`src/rtl/barrel_shifter_pipe_if.sv`:
```
// barrel_shifter_pipe_if: operand (in_*) and result (out_*) valid/ready channels of barrel_shifter_pipe
//   master: the datapath source/consumer side; drives operands and out_ready
//   slave:  the shift unit; drives in_ready and the result fields
interface barrel_shifter_pipe_if #(
    parameter int WIDTH = 16,
    parameter int TAG_W = 4
);
    localparam int SHAMT_W = $clog2(WIDTH);
    logic               in_valid;
    logic               in_ready;
    logic [WIDTH-1:0]   in_a;
    logic [SHAMT_W-1:0] in_amt;
    logic [2:0]         in_mode;
    logic [TAG_W-1:0]   in_tag;
    logic               out_valid;
    logic               out_ready;
    logic [WIDTH-1:0]   out_y;
    logic [TAG_W-1:0]   out_tag;
    logic               out_zero;
    logic               out_err;
    modport master (
        output in_valid, in_a, in_amt, in_mode, in_tag, out_ready,
        input  in_ready, out_valid, out_y, out_tag, out_zero, out_err
    );
    modport slave (
        input  in_valid, in_a, in_amt, in_mode, in_tag, out_ready,
        output in_ready, out_valid, out_y, out_tag, out_zero, out_err
    );
endinterface

```
`src/rtl/barrel_shifter_pipe.sv`:
```
// barrel_shifter_pipe: pipelined SLL/SRL/SRA/ROL/ROR unit, one log2 shift stage per register, valid/ready flow
//   clk, reset : rising-edge clock, synchronous active-high reset
//   bus        : slave side of barrel_shifter_pipe_if (operand in, result out, tag sideband)
module barrel_shifter_pipe #(
    parameter int WIDTH = 16,
    parameter int TAG_W = 4
) (
    input logic                  clk,
    input logic                  reset,
    barrel_shifter_pipe_if.slave bus
);
    localparam int SHAMT_W = $clog2(WIDTH);
    localparam logic [2:0] SRL = 3'd1, SRA = 3'd2, ROL = 3'd3, ROR = 3'd4;
    typedef struct packed {
        logic               v;
        logic [WIDTH-1:0]   d;
        logic [SHAMT_W-1:0] amt;
        logic [2:0]         mode;
        logic [TAG_W-1:0]   tag;
        logic               fill;
    } stage_t;
    stage_t st [SHAMT_W];
    stage_t nx [SHAMT_W];
    stage_t ent;
    logic   advance;
    function automatic logic [WIDTH-1:0] rev(input logic [WIDTH-1:0] x);
        logic [WIDTH-1:0] r;
        for (int i = 0; i < WIDTH; i++) r[i] = x[WIDTH-1-i];
        return r;
    endfunction
    function automatic logic right(input logic [2:0] m);
        return m == SRL || m == SRA || m == ROR;
    endfunction
    // Every mode shifts left; right-type operands are bit-reversed around the pipe.
    // Illegal modes never shift, so the operand passes through untouched.
    function automatic stage_t step(input stage_t s, input int k);
        stage_t           r;
        logic [WIDTH-1:0] fill_bits;
        r = s;
        fill_bits = s.fill ? ~({WIDTH{1'b1}} << (1 << k)) : '0;
        if (s.amt[k] && s.mode <= ROR)
            r.d = (s.mode == ROL || s.mode == ROR) ? (s.d << (1 << k)) | (s.d >> (WIDTH - (1 << k)))
                                                   : (s.d << (1 << k)) | fill_bits;
        return r;
    endfunction
    assign advance      = ~bus.out_valid | bus.out_ready;
    assign bus.in_ready = advance;
    always_comb begin
        ent.v    = bus.in_valid;
        ent.d    = right(bus.in_mode) ? rev(bus.in_a) : bus.in_a;
        ent.amt  = bus.in_amt;
        ent.mode = bus.in_mode;
        ent.tag  = bus.in_tag;
        // SRA sign lands in the low bits after reversal, so the fill is taken from the original MSB
        ent.fill = (bus.in_mode == SRA) & bus.in_a[WIDTH-1];
        nx[0]    = step(ent, 0);
        for (int k = 1; k < SHAMT_W; k++) nx[k] = step(st[k-1], k);
    end
    always_ff @(posedge clk) begin
        if (reset)
            for (int k = 0; k < SHAMT_W; k++) st[k] <= '0;
        else if (advance)
            for (int k = 0; k < SHAMT_W; k++) st[k] <= nx[k];
    end
    assign bus.out_valid = st[SHAMT_W-1].v;
    assign bus.out_y     = right(st[SHAMT_W-1].mode) ? rev(st[SHAMT_W-1].d) : st[SHAMT_W-1].d;
    assign bus.out_tag   = st[SHAMT_W-1].tag;
    assign bus.out_zero  = st[SHAMT_W-1].v & (bus.out_y == '0);
    assign bus.out_err   = st[SHAMT_W-1].v & (st[SHAMT_W-1].mode > ROR);
endmodule

```
`src/flat_wrapper.sv`:
```
// flat-port wrapper written by rule: the top's interface ports become plain ports
module barrel_shifter_pipe_flat 
#(
    parameter int WIDTH = 16,
    parameter int TAG_W = 4
)
  (clk, reset, bus_in_valid, bus_in_a, bus_in_amt, bus_in_mode, bus_in_tag, bus_out_ready, bus_in_ready, bus_out_valid, bus_out_y, bus_out_tag, bus_out_zero, bus_out_err);
  barrel_shifter_pipe_if #(.WIDTH(WIDTH), .TAG_W(TAG_W)) bus_i ();
  input logic clk;
  input logic reset;
  input wire logic [$bits(bus_i.in_valid)-1:0] bus_in_valid;
  input wire logic [$bits(bus_i.in_a)-1:0] bus_in_a;
  input wire logic [$bits(bus_i.in_amt)-1:0] bus_in_amt;
  input wire logic [$bits(bus_i.in_mode)-1:0] bus_in_mode;
  input wire logic [$bits(bus_i.in_tag)-1:0] bus_in_tag;
  input wire logic [$bits(bus_i.out_ready)-1:0] bus_out_ready;
  output wire logic [$bits(bus_i.in_ready)-1:0] bus_in_ready;
  output wire logic [$bits(bus_i.out_valid)-1:0] bus_out_valid;
  output wire logic [$bits(bus_i.out_y)-1:0] bus_out_y;
  output wire logic [$bits(bus_i.out_tag)-1:0] bus_out_tag;
  output wire logic [$bits(bus_i.out_zero)-1:0] bus_out_zero;
  output wire logic [$bits(bus_i.out_err)-1:0] bus_out_err;
  assign bus_i.in_valid = bus_in_valid;
  assign bus_i.in_a = bus_in_a;
  assign bus_i.in_amt = bus_in_amt;
  assign bus_i.in_mode = bus_in_mode;
  assign bus_i.in_tag = bus_in_tag;
  assign bus_i.out_ready = bus_out_ready;
  assign bus_in_ready = bus_i.in_ready;
  assign bus_out_valid = bus_i.out_valid;
  assign bus_out_y = bus_i.out_y;
  assign bus_out_tag = bus_i.out_tag;
  assign bus_out_zero = bus_i.out_zero;
  assign bus_out_err = bus_i.out_err;
  barrel_shifter_pipe #(.WIDTH(WIDTH), .TAG_W(TAG_W)) u_core (.clk(clk), .reset(reset), .bus(bus_i));
endmodule
```
`config.mk`:
```
export PLATFORM = sky130hd
export DESIGN_NAME = barrel_shifter_pipe_flat
export DESIGN_NICKNAME = d
export VERILOG_FILES = /design/src/rtl/barrel_shifter_pipe_if.sv /design/src/rtl/barrel_shifter_pipe.sv /design/src/flat_wrapper.sv
export SDC_FILE = /design/constraint.sdc
export NUM_CORES = 1
export LEC_CHECK = 0
export ABC_AREA = 1
export BUFFER_PORTS_ARGS = -buffer_cell sky130_fd_sc_hd__buf_2
export CORE_ASPECT_RATIO = 0.5
export CORE_MARGIN = 2
export CORE_UTILIZATION = 38
export DETAILED_ROUTE_END_ITERATION = 16
export HOLD_SLACK_MARGIN = 0.05
export PLACE_DENSITY_LB_ADDON = 0.15
export SYNTH_ARGS = -nofsm -noshare
export SYNTH_HDL_FRONTEND = slang
export SYNTH_SLANG_ARGS = --single-unit
```
`constraint.sdc`:
```
create_clock -name clk -period 7.3 [get_ports clk]
set_input_delay 1.46 -clock clk [delete_from_list [all_inputs] [get_ports clk]]
set_output_delay 1.46 -clock clk [all_outputs]
set_load 0.05 [all_outputs]
```
-- Word-level counts from Yosys, hierarchy flattened
Memory sizes are Yosys's and may differ from the RTL's.
Index checks and enable logic that the tools add are counted.
W data, S select, Z words.
- eq/ne operators: 13
- $lt $le $gt $ge: 5
- reductions and logical operators: 13
- bitwise operators: 17
- multiplexer cells: 23
- operators with widths (operator ; count):
    $mux W16 ; 10
    $mux W29 ; 4
    $or A16 B16 Y16 ; 4
    $eq A3 B2 Y1 const B ; 6
    $logic_not A16 Y1 ; 1
    $or A16 B1 Y16 ; 1
    $or A16 B2 Y16 ; 1
    $or A16 B4 Y16 ; 1
    $or A16 B8 Y16 ; 1
    $eq A3 B3 Y1 const B ; 5
    $le A3 B3 Y1 const B ; 4
    $logic_or A1 B1 Y1 ; 8
    $mux W8 ; 1
    $eq A3 B1 Y1 const B ; 2
    $mux W1 ; 6
    $or A1 B1 Y1 ; 5
    $logic_and A1 B1 Y1 ; 4
    $mux W4 ; 1
    $and A1 B1 Y1 ; 3
    $gt A3 B3 Y1 const B ; 1
    $mux W2 ; 1
    $not A1 Y1 ; 1
- memories kept: 1
- bits in writable memories: 116
- output and inout port bits: 24
- logic and storage cells: 72
- bits of input ports: 31
- flip-flop bits (word level): 0
- memories (memory ; depth ; bits a word ; read ports ; clocked after memory_dff ; write ports ; RTL line ; RTL):
    u_core.st ; 4 ; 29 ; 4 ; 0 ; 4 ; barrel_shifter_pipe.sv:22 ; stage_t st [SHAMT_W];

-- Depth between registers and ports, before layout
Gate-level depths: netlist (run 1).
- depth in word-level cells: 8
- depth in mapped cells: 11
- depth with buffers taken out: 11

-- Worst setup path before layout (run 1)
OpenSTA, ideal clock, no wires.
- kind: input -> register
- start: input bus_out_ready
- end: memory u_core.st[0][0] (netlist name), enable pin
- stages on the path: 2
- slack: 2.215 ns
- buffers on the path: 0
- arrival time: 3.860 ns
- path through: inv_1 > nand3_1
- RTL lines (element ; RTL line ; RTL):
    start, declared ; flat_wrapper.sv:16 ; input wire logic [$bits(bus_i.out_ready)-1:0] bus_out_ready;
    end, declared ; barrel_shifter_pipe.sv:22 ;

==> flow_metrics.env, run 1 <==
export IMPL_tightest_slew_ns=0.7959
export IMPL_power_density_mw_per_mm2=238.1
export IMPL_min_delay_start="u_core.st[0][4]"
export IMPL_firstDrtPassIters=5
export IMPL_syn_avg_cell_area_sq_um=9.019
export IMPL_reg2reg_to="u_core.st[3][17]"
export IMPL_coreArea_sq_mm=0.01344
export IMPL_cp_end_kind="output pin"
export IMPL_synth_cell_types=23
export IMPL_cts_resized=0
export IMPL_rsz0062_at_grt="no"
export IMPL_cts_tree="yes"
export IMPL_cts_buffer_depth=2
export IMPL_cts_setup_buffers=0
export IMPL_timing_slew_headroom_pct=46.86
export IMPL_outcome="finished clean"
export IMPL_start_util_pct=38.66
export IMPL_cts_sinks=105
export IMPL_ys_seq_elements=105
export IMPL_rr_worst_depth=6
export IMPL_ys_seq_area_share_pct=60.69
export IMPL_cts_clk_slew_worst_paths_ns=0.06
export IMPL_slew_viol_final=0
export IMPL_cp_common_cell="nand2_1"
export IMPL_critical_path_endpoint="bus_out_zero"
export IMPL_finalSetupViolations=0
export IMPL_viasPerCell=4.572
export IMPL_cts_root_buf="clkbuf_16"
export IMPL_vias=3639
export IMPL_finalHoldViolations=0
export IMPL_post_route_period_util_pct=47.30
export IMPL_fp_dieH_microns=86.68
export IMPL_drive_above_1_share_pct=13.39
export IMPL_path_max_fanout=19
export IMPL_h_tree_depth=3
export IMPL_wl_per_cell_microns=11.40
export IMPL_syn_inst=576
export IMPL_skew_ns=0.007550
export IMPL_crit_path_max_incr_delay_ns=0.41
export IMPL_final_area_sq_mm=0.005853
export IMPL_grt_pass1_vias=3289
export IMPL_gp_congestion=0.7931
export IMPL_cp_arrival_ns=1.99
export IMPL_r2r_slack_ns=5.03
export IMPL_power_leakage_nw=2.526
export IMPL_post_route_drc_count=0
export IMPL_criticalPathCategory="flop to output pin"
export IMPL_drv_cap=0
export IMPL_hp_class="flop to flop"
export IMPL_rows=30
export IMPL_grt_use_total_pct=13.28
export IMPL_ios=55
export IMPL_worstSetupStartpointType="flop"
export IMPL_area_growth_pct=12.67
export IMPL_grt_start_max_net_pins=65
export IMPL_yosys_warnings=0
export IMPL_cts_buffers=9
export IMPL_crit_chain="inv_1, nand3_1, nand3_2, nand2_1, nand2_1, nand2_1, nor2_1, nand2_1, nor2_1, buf_2"
export IMPL_ir_drop_uv=107.9
export IMPL_grt_ovfl_total=0
export IMPL_cpMaxStageDelayCell="edfxtp_1"
export IMPL_largest_reg_flops=105
export IMPL_rr_startpoint="u_core.st[3][28]"
export IMPL_dieArea_sq_mm=0.01468
export IMPL_crit_required_ns=5.84
export IMPL_holdBufCountCts=0
export IMPL_tns_ns=0
export IMPL_nNetsFinal=647
export IMPL_final_antenna_net_count=0
export IMPL_drt_initial_drc_count=317
export IMPL_top_register="u_core.st"
export IMPL_period_needed_ns=3.453
export IMPL_clock_latency_ns=0.34
export IMPL_antenna_found_initial=0
export IMPL_antenna_diode_count=0
export IMPL_fmax_mhz=289.6
export IMPL_io_buffers=54
export IMPL_place_hpwl_mm=6.342
export IMPL_reg_top3="u_core.st x105"
export IMPL_synth_area_sq_mm=0.005195
export IMPL_placed_cell_area_sq_mm=0.005577
export IMPL_wirelength_mm=9.072
export IMPL_grt_first_pass_wirelength_mm=15.59
export IMPL_cp_startpoint="u_core.st[3][7]"
export IMPL_synth_nets=607
export IMPL_die_w_microns=169.4
-- through the flow --
stage          hold WS (ns)  setup WS (ns)  util, %  power [mW]  instances
2_1_floorplan        0.5192          2.215        -      0.9083        576
3_3_place_gp         0.5231          3.898    41.50      0.9574        781
3_5_place_dp         0.5310          3.889    41.50      0.9594        781
4_1_cts              0.5425          3.815    43.56       1.409        796
5_1_grt              0.5624          3.567    43.56       1.461        796
6_report             0.5439          3.847    43.56       1.393        796
-- routing by layer --
metal / global-route usage [%] / routed length (microns)
met5: 0 / 0
met1: 19.91 / 4956
met3: 2.922 / 395
met4: 4.740 / 173
met2: 18.92 / 3547
-- synth_stat cells --
master,count,area [sq um]
nor2_1,150,563.0
edfxtp_1,105,3153
nand2_1,83,311.6
inv_1,69,259.0
o21ai_0,69,345.3
nand3_1,32,160.2
a31oi_1,14,87.58
clkbuf_1,14,52.55
buf_2,7,35.03
o21ai_1,6,30.03
buf_4,5,37.54
a21oi_1,3,15.01
inv_2,3,11.26
nand2_2,3,18.77
nand4_1,3,18.77
o21ai_2,3,26.28
a21oi_2,1,8.760
buf_6,1,11.26
nand2_4,1,11.26
nand3_2,1,10.01
nor2_2,1,6.260
nor4_1,1,6.260
o21ai_4,1,16.27
-- cells by family (layout without fill, tap and decap cells) --
group	after synthesis	count (layout)	synth area share, %
buffers and inverters	99	143	7.828
AND/OR/NAND/NOR	275	275	21.29
AO/OA/AOI/OAI	97	97	10.19
flip-flops	105	105	60.69
-- report_power, final --
part / leakage, nW / switching (mW) / internal [mW] / total [mW]
Combinational: 1.14 / 0.144 / 0.0583 / 0.202
Sequential: 1.25 / 0.0261 / 0.718 / 0.744
Clock: 0.137 / 0.188 / 0.260 / 0.448
-- how the worst min path moves through the flow --
stage	endpoint	cells past startpoint
floorplan	u_core.st[1][10]	2
global placement	u_core.st[2][1]	2
detailed placement	u_core.st[3][28]	2
CTS	u_core.st[1][4]	2
global route	u_core.st[3][28]	2
finish	u_core.st[1][4]	2
-- final cells by class --
class / count / area (sq um)
fill: 1333 / 7585
sequential: 105 / 3153
multi-input combinational: 372 / 1648
timing repair buffer: 56 / 285.3
inverter: 72 / 270.3
clock buffer: 10 / 229.0
tap: 176 / 220.2
clock inverter: 5 / 47.55
-- critical path, delay by kind of cell (launching register included) --
kind,cells,cell delay [ns]
AND/OR/NAND/NOR,8,0.87
flip-flops,1,0.41
buffers and inverters,2,0.37
-- cell usage in the layout, fill, tap and decap left out --
cell type	netlist	routed
nor2_2	1	1
o21ai_1	6	6
buf_2	7	54
nand3_4	0	1
bufinv_16	0	1
nand3_1	32	31
o21ai_2	3	3
o21ai_4	1	1
clkbuf_1	14	1
a31oi_1	14	14
inv_1	69	69
clkinv_1	0	2
a21oi_2	1	1
nand2_2	3	3
buf_4	5	2
nor4_1	1	1
nand4_1	3	3
nand2_1	83	83
inv_2	3	3
nand3_2	1	1
a21oi_1	3	3
clkbuf_16	0	9
o21ai_0	69	69
nand2_4	1	1
nor2_1	150	150
clkinv_2	0	2
edfxtp_1	105	105
Power figures use the tool's default switching activity.
==> run 2, diff against run 1 <==
==> constraint.sdc (replaced) <==
create_clock -name clk -period 2.9 [get_ports clk]
set_input_delay 0.58 -clock clk [delete_from_list [all_inputs] [get_ports clk]]
set_output_delay 0.58 -clock clk [all_outputs]
set_load 0.05 [all_outputs]
==> run 2 against run 1 <==
Clock skew decreased by 0.0032 ns. Combinational power increased to 2.5 times the previous value. Hold slack got worse by 0.012 ns. Final cell count increased by 0.25%. Sequential cell count unchanged. Largest cell class unchanged.
==> flow_metrics.env, run 2 (synthesized netlist as in run 1, its figures left out) <==
export IMPL_top_register="u_core.st"
export IMPL_vias=3590
export IMPL_combPwrFrac_pct=14.1
export IMPL_hp_class="input port to flop"
export IMPL_worstSetupStartpointType="flop"
export IMPL_grt_use_total_pct=13.64
export IMPL_pwr_share_seq_pct=51.5
export IMPL_area_growth_pct=13.70
export IMPL_wirelength_mm=9.204
export IMPL_cts_buffers=9
export IMPL_grt_ovfl_total=0
export IMPL_antenna_found_initial=0
export IMPL_tightest_slew_ns=0.7731
export IMPL_skew_ns=0.004336
export IMPL_fp_dieH_microns=86.68
export IMPL_post_route_drc_count=0
export IMPL_power_density_mw_per_mm2=614.3
export IMPL_critical_path_endpoint="bus_out_zero"
export IMPL_largest_reg_flops=105
export IMPL_finalSetupViolations=0
export IMPL_finalHoldViolations=0
export IMPL_firstDrtPassIters=5
export IMPL_period_needed_ns=2.581
export IMPL_total_power_mw=3.629
export IMPL_cts_buffer_depth=2
export IMPL_post_route_period_util_pct=88.99
export IMPL_reg2reg_to="u_core.st[2][13]"
export IMPL_swShare_pct=25.58
export IMPL_cts_tree="yes"
export IMPL_rsz0062_at_grt="no"
export IMPL_io_buffers=54
export IMPL_final_antenna_net_count=0
export IMPL_ir_drop_uv=337.6
export IMPL_rr_worst_depth=5
export IMPL_cts_resized=0
export IMPL_cts_sinks=105
export IMPL_h_tree_depth=3
export IMPL_grt_pass1_vias=3371
export IMPL_p_clk_share_pct=34.4
export IMPL_reg_top3="u_core.st x105"
export IMPL_drv_cap=0
export IMPL_wl_per_cell_microns=11.53
export IMPL_antenna_diode_count=0
export IMPL_grt_start_max_net_pins=89
export IMPL_coreArea_sq_mm=0.01344
export IMPL_rr_startpoint="u_core.st[1][5]"
export IMPL_dieArea_sq_mm=0.01468
export IMPL_r2r_slack_ns=0.94
export IMPL_fmax_mhz=387.5
export IMPL_p_int_mw=2.700
export IMPL_gp_congestion=0.7905
export IMPL_path_max_fanout=19
export IMPL_final_util_pct=43.96
export IMPL_p_sw_mw=0.9283
export IMPL_grt_first_pass_wirelength_mm=15.94
export IMPL_cts_root_buf="clkbuf_16"
export IMPL_cts_clk_slew_worst_paths_ns=0.07
export IMPL_drive_above_1_share_pct=13.83
export IMPL_timing_slew_headroom_pct=48.39
export IMPL_nNetsFinal=648
export IMPL_cts_setup_buffers=0
export IMPL_viasPerCell=4.499
export IMPL_final_common_cell="nor2_1"
export IMPL_cp_arrival_ns=2.00
export IMPL_final_cell_mix="nor2_1 (150), edfxtp_1 (105), nand2_1 (83), inv_1 (69), o21ai_0 (69)"
export IMPL_drt_initial_drc_count=254
export IMPL_tns_ns=0
export IMPL_place_hpwl_mm=6.524
export IMPL_rows=30
export IMPL_clock_latency_ns=0.34
export IMPL_holdBufCountCts=0
export IMPL_slew_viol_final=0
export IMPL_ios=55
export IMPL_outcome="finished clean"
export IMPL_start_util_pct=38.66
export IMPL_crit_required_ns=2.32
export IMPL_power_leakage_nw=2.550
export IMPL_die_w_microns=169.4
export IMPL_cp_end_kind="output pin"
export IMPL_criticalPathCategory="flop to output pin"
export IMPL_cp_startpoint="u_core.st[3][7]"
-- run 2: cell types whose count changed in the layout (fill, tap and decap cells not counted), sizes merged --
cell | before | now
bufinv | 1 | 2
buf | 56 | 57
clkinvlp | 0 | 1
clkbuf | 10 | 9
-- run 2: power groups by stage --
stage	sequential, mW	combinational [mW]	clock (mW)
final	1.87	0.513	1.25
after CTS	1.87	0.519	1.28
after global placement	1.90	0.512	0
after global routing	1.88	0.586	1.34
after detailed placement	1.90	0.518	0
after floorplan	1.88	0.407	0
-- run 2: metal layers --
metal / up-vias / GRT usage (%) / share of wire (%) / wire length [microns]
met1: 1520 / 19.55 / 55 / 5095
met4: 0 / 4.040 / 1.2 / 111
met2: 73 / 20.56 / 39 / 3580
met5: - / 0 / 0 / 0
met3: 11 / 3.470 / 4.5 / 416
li1: 1986 / - / - / -
-- run 2: area by class of cell --
class / instances / area (sq um)
fillers: 1361 / 7531
multi-input cells: 372 / 1648
clock inverters: 7 / 85.08
repair buffers: 57 / 305.3
well taps: 176 / 220.2
inverters: 72 / 270.3
clock buffers: 9 / 225.2
flip-flops and latches: 105 / 3153
-- run 2: metrics by stage --
stage	instance area [sq um]	worst slack [ns]	std cells	hold WS (ns)
6_report	5907	0.3193	798	0.5319
5_1_grt	5907	0.09358	798	0.5477
4_1_cts	5907	0.2932	798	0.5237
3_5_place_dp	5597	0.6656	782	0.5295
3_3_place_gp	5597	0.7191	782	0.5227
2_1_floorplan	5207	0.2730	576	0.5192
-- run 2: worst min path at each step --
| stage | startpoint | endpoint | slack, ns | cells after the start |
|---|---|---|---|---|
| finish | bus_in_amt[3] | u_core.st[0][11] | 0.53 | 3 |
| global route | bus_in_amt[3] | u_core.st[0][11] | 0.55 | 3 |
| CTS | bus_in_amt[3] | u_core.st[0][11] | 0.52 | 3 |
| detailed placement | u_core.st[1][4] | u_core.st[2][4] | 0.53 | 2 |
| global placement | u_core.st[2][28] | u_core.st[3][28] | 0.52 | 2 |
| floorplan | u_core.st[0][10] | u_core.st[1][10] | 0.52 | 2 |
-- run 2: worst max-delay path: stages, from the launching register on --
cell and delay, ns:
edfxtp_1 0.40, inv_1 0.11, nand3_1 0.14, nand3_2 0.29, nand2_1 0.08, nand2_1 0.10, nand2_1 0.06, nor2_1 0.09
nand2_1 0.06, nor2_1 0.07, buf_2 0.26
==> run 3, diff against run 2 <==
--- a/config.mk
+++ b/config.mk
@@ -5,14 +5,15 @@
 export SDC_FILE = /design/constraint.sdc
 export NUM_CORES = 1
 export LEC_CHECK = 0
-export ABC_AREA = 1
+export ABC_AREA = 0
 export BUFFER_PORTS_ARGS = -buffer_cell sky130_fd_sc_hd__buf_2
-export CORE_ASPECT_RATIO = 0.5
+export CORE_ASPECT_RATIO = 1.25
 export CORE_MARGIN = 2
 export CORE_UTILIZATION = 38
 export DETAILED_ROUTE_END_ITERATION = 16
 export HOLD_SLACK_MARGIN = 0.05
 export PLACE_DENSITY_LB_ADDON = 0.15
+export SKIP_LAST_GASP = 1
 export SYNTH_ARGS = -nofsm -noshare
 export SYNTH_HDL_FRONTEND = slang
 export SYNTH_SLANG_ARGS = --single-unit
==> run 3 against run 2 <==
Largest cell class unchanged. Cell area shrank 1.5%. Count of clock-buffer cells in the layout grew 2. Power shrank 7.4%. Sequential power is essentially flat. Clock skew grew 0.0014 ns.
==> flow_metrics.env, run 3 <==
export IMPL_outcome="finished clean"
export IMPL_cts_setup_buffers=0
export IMPL_rows=47
export IMPL_vias=3344
export IMPL_yosys_top_cells_area="edfxtp_1 (62%), nand2_1 (6.4%), a21oi_1 (5.9%), and2_1 (5.3%), mux2i_1 (3.5%)"
export IMPL_yosys_warnings=0
export IMPL_finalSetupViolations=0
export IMPL_dieArea_sq_mm=0.01443
export IMPL_holdBufCountCts=0
export IMPL_post_route_period_util_pct=84.24
export IMPL_final_antenna_net_count=0
export IMPL_grt_start_max_net_pins=55
export IMPL_largest_reg_flops=105
export IMPL_synthFlopType="edfxtp_1"
export IMPL_cpMaxStageDelayCell="edfxtp_1"
export IMPL_synth_top_cell_area_share_pct=61.55
export IMPL_ys_seq_area_share_pct=61.55
export IMPL_synth_top_area_cell="edfxtp_1"
export IMPL_place_inst=649
export IMPL_synth_nets=478
export IMPL_wirelength_mm=9.096
export IMPL_fp_dieH_microns=133.8
export IMPL_drive_above_1_share_pct=19.68
export IMPL_cts_root_buf="clkbuf_16"
export IMPL_rsz0062_at_grt="no"
export IMPL_multi_input_area_sq_mm=0.001828
export IMPL_post_route_drc_count=0
export IMPL_timing_slew_headroom_pct=39.15
export IMPL_final_cell_mix="edfxtp_1 (105), nand2_1 (88), a21oi_1 (60), buf_2 (54), and2_1 (43)"
export IMPL_cp_end_kind="output pin"
export IMPL_finalHoldViolations=0
export IMPL_wl_per_cell_microns=13.70
export IMPL_tightest_slew_ns=0.9118
export IMPL_drt_initial_drc_count=149
export IMPL_cts_resized=0
export IMPL_syn_avg_cell_area_sq_um=11.46
export IMPL_h_tree_depth=3
export IMPL_yosysMostFrequentCell="edfxtp_1"
export IMPL_crit_chain="xor2_1, o21ai_2, buf_4, mux2_2, buf_2"
export IMPL_area_growth_pct=13.53
export IMPL_power_leakage_nw=2.375
export IMPL_grt_first_pass_wirelength_mm=14.57
export IMPL_drv_cap=0
export IMPL_hp_class="flop to flop"
export IMPL_cts_clk_slew_worst_paths_ns=0.06
export IMPL_grt_ovfl_total=0
export IMPL_stdcell_count=664
export IMPL_grt_use_total_pct=12.76
export IMPL_cts_tree="yes"
export IMPL_yosys_top_cells_count="edfxtp_1 (105), nand2_1 (88), a21oi_1 (60)"
export IMPL_cp_arrival_ns=1.86
export IMPL_final_common_cell="edfxtp_1"
export IMPL_viasPerCell=5.036
export IMPL_gp_congestion=0.8653
export IMPL_synth_edff_count=105
export IMPL_top_register="u_core.st"
export IMPL_clock_latency_ns=0.33
export IMPL_async_flop_share_pct=0
export IMPL_cts_sinks=105
export IMPL_firstDrtPassIters=5
export IMPL_crit_buf_inv=2
export IMPL_cts_buffer_depth=2
export IMPL_place_hpwl_mm=6.400
export IMPL_fmax_mhz=409.3
export IMPL_io_buffers=54
export IMPL_nNetsFinal=520
export IMPL_crit_required_ns=2.32
export IMPL_syn_inst=447
export IMPL_crit_path_max_incr_delay_ns=0.41
export IMPL_coreArea_sq_mm=0.01323
export IMPL_synth_cell_types=39
export IMPL_cts_buffers=9
export IMPL_tns_ns=0
export IMPL_ir_drop_uv=290.8
export IMPL_grt_pass1_vias=3173
export IMPL_skew_ns=0.005724
export IMPL_ys_seq_elements=105
export IMPL_synth_area_sq_mm=0.005122
export IMPL_power_density_mw_per_mm2=577.8
export IMPL_die_w_microns=107.8
export IMPL_antenna_diode_count=0
export IMPL_worstSetupStartpointType="flop"
export IMPL_seqCellArea_sq_mm=0.003153
export IMPL_path_max_fanout=16
export IMPL_ios=55
export IMPL_reg_top3="u_core.st x105"
export IMPL_fillers=1217
export IMPL_crit_family="buffers and inverters"
export IMPL_slew_viol_final=0
export IMPL_period_needed_ns=2.443
export IMPL_antenna_found_initial=0
export IMPL_start_util_pct=38.71
export IMPL_criticalPathCategory="flop to output pin"
## run 3: cell types whose count changed after synthesis, sizes merged, moves of 14 or more
| cell | change |
|---|---|
| and2 | +43 |
| a31oi | -14 |
| inv | -70 |
| o21ai | -54 |
| mux2i | +18 |
| nor2 | -146 |
| o22ai | +15 |
| mux2 | +16 |
| a21oi | +56 |
| nand3 | -31 |
## run 3: metrics by stage
step                      hold WS (ns)  setup slack, ns  utilization, %  total power [mW]  area, sq um
after floorplan                 0.4967           0.3050               -             2.148         5131
after global placement          0.5003           0.6526           41.85             2.245         5538
after detailed placement        0.5024           0.5469           41.85             2.255         5538
after CTS                       0.5096           0.4335           43.95             3.395         5816
after global routing            0.5103           0.3590           43.95             3.497         5816
final                           0.5166           0.4571           43.95             3.360         5816
## run 3: area by class of cell
cell class	count	share of cell area (%)
clock buffers	11	4.002
clock inverters	4	0.7745
inverters	2	0.1291
multi-input cells	310	31.43
flip-flops and latches	105	54.22
well taps	171	3.679
repair buffers	61	5.766
## run 3: cell families after synthesis
group	share of synthesized area [%]
compound gates	12.58
simple gates	14.97
flops	61.55
xor+xnor	0.7817
buf+inv	3.078
mux	7.035
## run 3: worst paths after layout
path	slack, ns	depth (start not counted)	startpoint	endpoint
setup / recovery	0.46	5	u_core.st[3][5]	bus_out_y[0]
hold reg to reg	0.52	1	u_core.st[1][1]	u_core.st[2][1]
setup reg to reg	0.64	4	u_core.st[3][28]	u_core.st[0][22]
hold / removal	0.52	1	u_core.st[1][1]	u_core.st[2][1]
## run 3: layer usage
layer | track usage (%) | routed length (microns)
met4 | 7.194 | 290
met2 | 23.58 | 4671
met5 | 0 | 0
met3 | 2.235 | 336
met1 | 13.41 | 3799
## run 3: power breakdown
part	internal [mW]	switching, mW
registers	1.78	0.0583
clock network	0.660	0.478
logic	0.143	0.243
total	2.58	0.780
